<file path="src/rtl/key_scan_pkg.sv">
// Shared constants and event record for the keypad scanner.
package key_scan_pkg;

   localparam int KS_N_KEYS   = 12;
   localparam int KS_DIV      = 10;
   localparam int KS_DEBOUNCE = 3;

   // Wide enough for any practical keypad; the top truncates to its IDX_W.
   localparam int KS_CODE_W   = 8;

   typedef struct packed {
      logic                 valid;
      logic                 press;
      logic [KS_CODE_W-1:0] code;
   } key_event_t;

endpackage

</file>
<file path="src/rtl/key_debounce.sv">
// Single-key debouncer: a two-state held FSM plus a run-length counter of
// disagreeing samples, advanced only when this key is the scanned one.
module key_debounce
   import key_scan_pkg::*;
#(
   parameter int DEBOUNCE = KS_DEBOUNCE
) (
   input  logic CLK,
   input  logic RST,
   input  logic en,
   input  logic sample,
   output logic held,
   output logic toggle
);

   localparam int CNT_W = $clog2(DEBOUNCE + 1);

   typedef enum logic {
      KEY_UP   = 1'b0,
      KEY_DOWN = 1'b1
   } key_state_t;

   key_state_t       state_reg, state_next;
   logic [CNT_W-1:0] cnt_reg, cnt_next;

   always_ff @(posedge CLK) begin
      if (!RST) begin
         state_reg <= KEY_UP;
         cnt_reg   <= '0;
      end else begin
         state_reg <= state_next;
         cnt_reg   <= cnt_next;
      end
   end

   always_comb begin
      state_next = state_reg;
      cnt_next   = cnt_reg;
      toggle     = 1'b0;
      if (en) begin
         if (sample == held) begin
            // A bounce back to the settled level restarts the run.
            cnt_next = '0;
         end else if (cnt_reg == CNT_W'(DEBOUNCE - 1)) begin
            toggle     = 1'b1;
            cnt_next   = '0;
            state_next = (state_reg == KEY_UP) ? KEY_DOWN : KEY_UP;
         end else begin
            cnt_next = cnt_reg + CNT_W'(1);
         end
      end
   end

   assign held = (state_reg == KEY_DOWN);

endmodule

</file>
<file path="src/rtl/key_scanner.sv">
// Keypad scanner: prescaled scan index, per-key debounce, one-cycle
// press/release events, and a raw registered select output for legacy users.
module key_scanner
   import key_scan_pkg::*;
#(
   parameter  int N_KEYS   = KS_N_KEYS,
   parameter  int DIV      = KS_DIV,
   parameter  int DEBOUNCE = KS_DEBOUNCE,
   localparam int IDX_W    = $clog2(N_KEYS)
) (
   input  logic              CLK,
   input  logic              RST,
   input  logic              SCAN_EN,
   input  logic              MODE,
   input  logic [N_KEYS-1:0] Din,
   output logic              Dout,
   output logic [IDX_W-1:0]  SCAN_IDX,
   output logic              KEY_VALID,
   output logic              KEY_PRESS,
   output logic [IDX_W-1:0]  KEY_CODE,
   output logic [N_KEYS-1:0] KEY_HELD
);

   localparam int PC_W = (DIV > 1) ? $clog2(DIV) : 1;

   logic [PC_W-1:0]   pc_reg, pc_next;
   logic [IDX_W-1:0]  scan_idx_reg, scan_idx_next;
   logic              tick;
   logic              dout_reg;
   key_event_t        ev_reg, ev_next;
   logic [N_KEYS-1:0] key_en;
   logic [N_KEYS-1:0] key_held;
   logic [N_KEYS-1:0] key_toggle;
   logic              unused_code_bits;

   assign tick = SCAN_EN && (pc_reg == PC_W'(DIV - 1));

   always_comb begin
      pc_next       = pc_reg;
      scan_idx_next = scan_idx_reg;
      if (tick) begin
         pc_next       = '0;
         scan_idx_next = (scan_idx_reg == IDX_W'(N_KEYS - 1)) ? '0
                                                              : scan_idx_reg + IDX_W'(1);
      end else if (SCAN_EN) begin
         pc_next = pc_reg + PC_W'(1);
      end
   end

   // Only the scanned key can toggle, so the new level is simply its input.
   always_comb begin
      ev_next       = ev_reg;
      ev_next.valid = 1'b0;
      if (|key_toggle) begin
         ev_next.valid = MODE;
         ev_next.press = Din[scan_idx_reg];
         ev_next.code  = KS_CODE_W'(scan_idx_reg);
      end
   end

   always_ff @(posedge CLK) begin
      if (!RST) begin
         pc_reg       <= '0;
         scan_idx_reg <= '0;
         ev_reg       <= '0;
         dout_reg     <= 1'b0;
      end else begin
         pc_reg       <= pc_next;
         scan_idx_reg <= scan_idx_next;
         ev_reg       <= ev_next;
         dout_reg     <= Din[scan_idx_reg];
      end
   end

   genvar gi;
   generate
      for (gi = 0; gi < N_KEYS; gi++) begin : g_key
         assign key_en[gi] = tick && (scan_idx_reg == IDX_W'(gi));

         key_debounce #(
            .DEBOUNCE (DEBOUNCE)
         ) u_debounce (
            .CLK    (CLK),
            .RST    (RST),
            .en     (key_en[gi]),
            .sample (Din[gi]),
            .held   (key_held[gi]),
            .toggle (key_toggle[gi])
         );
      end
   endgenerate

   assign unused_code_bits = ^ev_reg.code;

   assign Dout      = dout_reg;
   assign SCAN_IDX  = scan_idx_reg;
   assign KEY_VALID = ev_reg.valid;
   assign KEY_PRESS = ev_reg.press;
   assign KEY_CODE  = ev_reg.code[IDX_W-1:0];
   assign KEY_HELD  = key_held;

endmodule

</file>
<file path="config.mk">
export PLATFORM = sky130hd
export DESIGN_NAME = key_scanner
export DESIGN_NICKNAME = d
export VERILOG_FILES = /design/src/rtl/key_scan_pkg.sv /design/src/rtl/key_debounce.sv /design/src/rtl/key_scanner.sv
export SDC_FILE = /design/constraint.sdc
export NUM_CORES = 1
export LEC_CHECK = 0
export CELL_PAD_IN_SITES_DETAIL_PLACEMENT = 1
export CELL_PAD_IN_SITES_GLOBAL_PLACEMENT = 2
export CORE_MARGIN = 5
export CORE_UTILIZATION = 31
export DETAILED_ROUTE_END_ITERATION = 8
export PLACE_DENSITY_LB_ADDON = 0.05
export SKIP_CTS_REPAIR_TIMING = 1
export SKIP_LAST_GASP = 1
export SYNTH_ARGS = -nofsm -noshare
export SYNTH_HDL_FRONTEND = slang
export SYNTH_SLANG_ARGS = --single-unit
</file>
<file path="constraint.sdc">
create_clock -name CLK -period 1.8 [get_ports CLK]
set_input_delay 0.36 -clock CLK [delete_from_list [all_inputs] [get_ports CLK]]
set_output_delay 0.36 -clock CLK [all_outputs]
set_load 0.02 [all_outputs]
</file>
==> metrics.md <==
| Metric | Value |
|---|---|
| Core area | ~0.0087 mm² |
| Worst-case reg-to-reg path depth | 8 |
| Slew @ Worst Pin | 0.497 ns |
| CP Launch Type | flip-flop |
| DR pass1 iterations | 4 |
| Post-layout worst setup margin | -0.266 ns |
| Max reg flops | 24 |
| Post-Place Cells | 450 |
| Reg-to-reg critical path endpoint | KEY_PRESS |
| Syn_area_per_cell | 10.4 µm² |
| Overall Global Routing Usage | 0.129 |
| Hold crit path type | flip-flop to flip-flop |
| DRC Markers | 0 |
| Syn Std Cell Area | approximately 0.0027 mm² |
| Post-synth EDFFs | 0 |
| CTS tree | done |
| Critical path type | flip-flop to flip-flop |
| Die Wd | ~100 µm |
| Ys Warns | 0 |
| RSZ-0062 raised after global routing | yes |
| Largest net degree at the start of global routing | 22 |
| Worst endpoint required time | around 2.0 ns |
| Syn nets | between 200 and 300 |
| ANT nets after route | 0 |
| Launch point of the worst path | pc_reg[1] |
| Routed via count | between 2000 and 2500 |
| R2r setup slk | -0.27 ns |
| Crit path arrival time | 2.28 ns |
| Number of global-route vias before repair | 2257 |
| Multi-input logic area | ~0.0018 mm² |
| Reg clk slew, reported paths | ~0.10 ns |
| Total grt overflow | 0 |
| Routed wire length | roughly 7000 µm |
| IO Pins | 39 |
| Clk sink count | 51 |
| Crit share post-route | 1.15 |
| Reg2Reg Launch Point | pc_reg[1] |
| Sequential area share after synthesis | 0.373 |
| Cell count after synthesis | 262 |
| Maximum VDD drop | 0.223 mV |
| Worst skew pair latency | roughly 0.31 ns |
| Initial antenna violation count | 0 |
| Port bufs | 38 |
| Status | complete, but fails checks |
| Crit path to | KEY_PRESS |
| Antenna diode count | 0 |
| First-pass GRT wire length | 11400 µm |
| HPWL after DPL | between 5000 and 6000 µm |
| Net count, final | 379 |
| Fraction of layout cells with a size suffix above 1 | 0.358 |
| Post-synthesis cell type count | 39 |
| Most frequent cells in the layout | buf_4, dfxtp_1, clkdlybuf4s50_1, nor2b_1, xor2_1 |
| Root Buffer | clkbuf_8 |
| Final count of negative-setup-slack endpoints | 15 |
| Die area | ~0.011 mm² |
| Drt wl/cell | 15.0 µm |
| Die height | 104 µm |
| Finished Core Util | 0.456 |
| Row count | 34 |
| Min cycle time layout | between 2 and 2.5 ns |
| CTS buffer count | 5 |
| Hold Violations, Final | 0 |
| Most common cell after layout, fill and taps aside | buf_4 |
| Starting Density | 0.315 |
| Slew Viols, Final | 0 |
| Post-synth top flop | dfxtp_1 |
| Pwr per Cell Area | 501 mW/mm² |
| Max Fclk | 0.484 GHz |
| Maximum clock path buffer count | 2 |
| Max Cap Viol | 0 |
| Crit end category | flip-flop |
| Area delta synth->final | 44.8% |
| Placed cell area | 0.00364 mm² |
| Final GP Congestion | 0.733 |
| Via density | around 4.6 |
| Relative max-transition margin | 0.666 |
| H-tree levels | 2 |
| CP Max Fanout | 6 |
| Setup Skew | 0.00504 ns |
| Final TNS setup | -1.73 ns |
| Violated checks | setup timing |
| Initial DRC count | 44 |
| Area taken by flip-flops and latches | between 0.001 and 0.0015 mm² |
| Post-Layout Cell Count | between 400 and 500 |
| Cell area after layout | approximately 0.004 mm² |
| Fillcell total | 990 |
| Static leakage | roughly 1.6 nW |
| Ys async rst share | 0 |
| Flops & latches, synth | 51 |
==> power breakdown <==
part	internal (W)	switching [W]
clock	0.000275	0.000404
sequential	0.00113	0.00000468
combinational	0.0000942	0.0000757
total	0.00150	0.000484
==> cell usage after synthesis, types with 2 or more instances <==
cell | count | area (µm²)
and3_1 | 3 | 18.8
a21oi_1 | 6 | 30.0
nor3_1 | 9 | 45.0
dfxtp_1 | 51 | 1020
nor2_1 | 8 | 30.0
nor4bb_1 | 2 | 20.0
nand3_2 | 5 | 50.1
buf_4 | 12 | 90.1
and2_1 | 13 | 81.3
xnor2_1 | 12 | 105
buf_6 | 2 | 22.5
nor4b_2 | 3 | 45.0
mux4_2 | 3 | 67.6
nand3b_1 | 3 | 22.5
clkbuf_1 | 5 | 18.8
a21boi_1 | 2 | 15.0
nand4_1 | 7 | 43.8
or4b_1 | 2 | 20.0
nand2_1 | 12 | 45.0
a22oi_1 | 10 | 75.1
nor4_4 | 3 | 63.8
xor2_1 | 17 | 149
inv_1 | 6 | 22.5
nor2b_1 | 26 | 163
mux2i_1 | 12 | 120
ha_1 | 6 | 75.1
nor4b_4 | 6 | 143
nand3_1 | 5 | 25.0
==> cell families after synthesis <==
| logic type | Yosys count | synth area share |
|---|---|---|
| DFF | 51 | 0.373 |
| muxes | 16 | 0.0741 |
| and+or+nand+nor | 113 | 0.322 |
| adders and majority gates | 6 | 0.0275 |
| AOI/OAI and AO/OA | 21 | 0.0517 |
| buffers and inverters | 26 | 0.0581 |
| xor gates and xnor gates | 29 | 0.0929 |
==> worst min path at each step <==
stage	from	depth (start not counted)	end
6_report	KEY_CODE[1]	2	KEY_CODE[1]
5_1_grt	KEY_CODE[0]	2	KEY_CODE[0]
4_1_cts	KEY_CODE[1]	2	KEY_CODE[1]
3_5_place_dp	KEY_CODE[2]	2	KEY_CODE[2]
3_3_place_gp	KEY_CODE[1]	2	KEY_CODE[1]
2_1_floorplan	g_key[1].u_debounce.cnt_reg[0]	2	g_key[1].u_debounce.cnt_reg[0]
==> layout make-up <==
| cell class | instances | area share |
|---|---|---|
| Tap cell | 108 | 0.0341 |
| Clock inverter | 1 | 0.00126 |
| Multi-Input combinational cell | 185 | 0.444 |
| Inverter | 6 | 0.00569 |
| Sequential cell | 51 | 0.261 |
| Clock buffer | 7 | 0.0193 |
| Timing Repair Buffer | 108 | 0.234 |
==> critical path: stages (launching register included) <==
cell and delay (ns):
dfxtp_2 0.33, inv_2 0.06, ha_4 0.13, and4bb_4 0.30, nand4_1 0.24, nor4b_4 0.37
nor4_4 0.09, nand3_2 0.13, mux2_4 0.30
==> metrics by stage <==
stage	setup slack [ns]	total power (W)	hold WS, ns
floorplan	-0.175	0.00124	0.441
global placement	-0.627	0.00133	0.446
detailed placement	-0.711	0.00133	0.449
CTS	-0.375	0.00202	0.470
global route	-0.360	0.00210	0.492
finish	-0.266	0.00198	0.461
==> metal layers <==
metal | vias to the layer above | GRT usage | wire length (µm) | part of all wire
li1 | 1094 | - | - | -
met1 | 1038 | 0.170 | 3320 | 0.47
met2 | 26 | 0.214 | 3430 | 0.49
met3 | 8 | 0.0273 | 172 | 0.025
met4 | 0 | 0.0333 | 81 | 0.012
met5 | - | 0 | 0 | 0
Power figures use the tool's default switching activity.
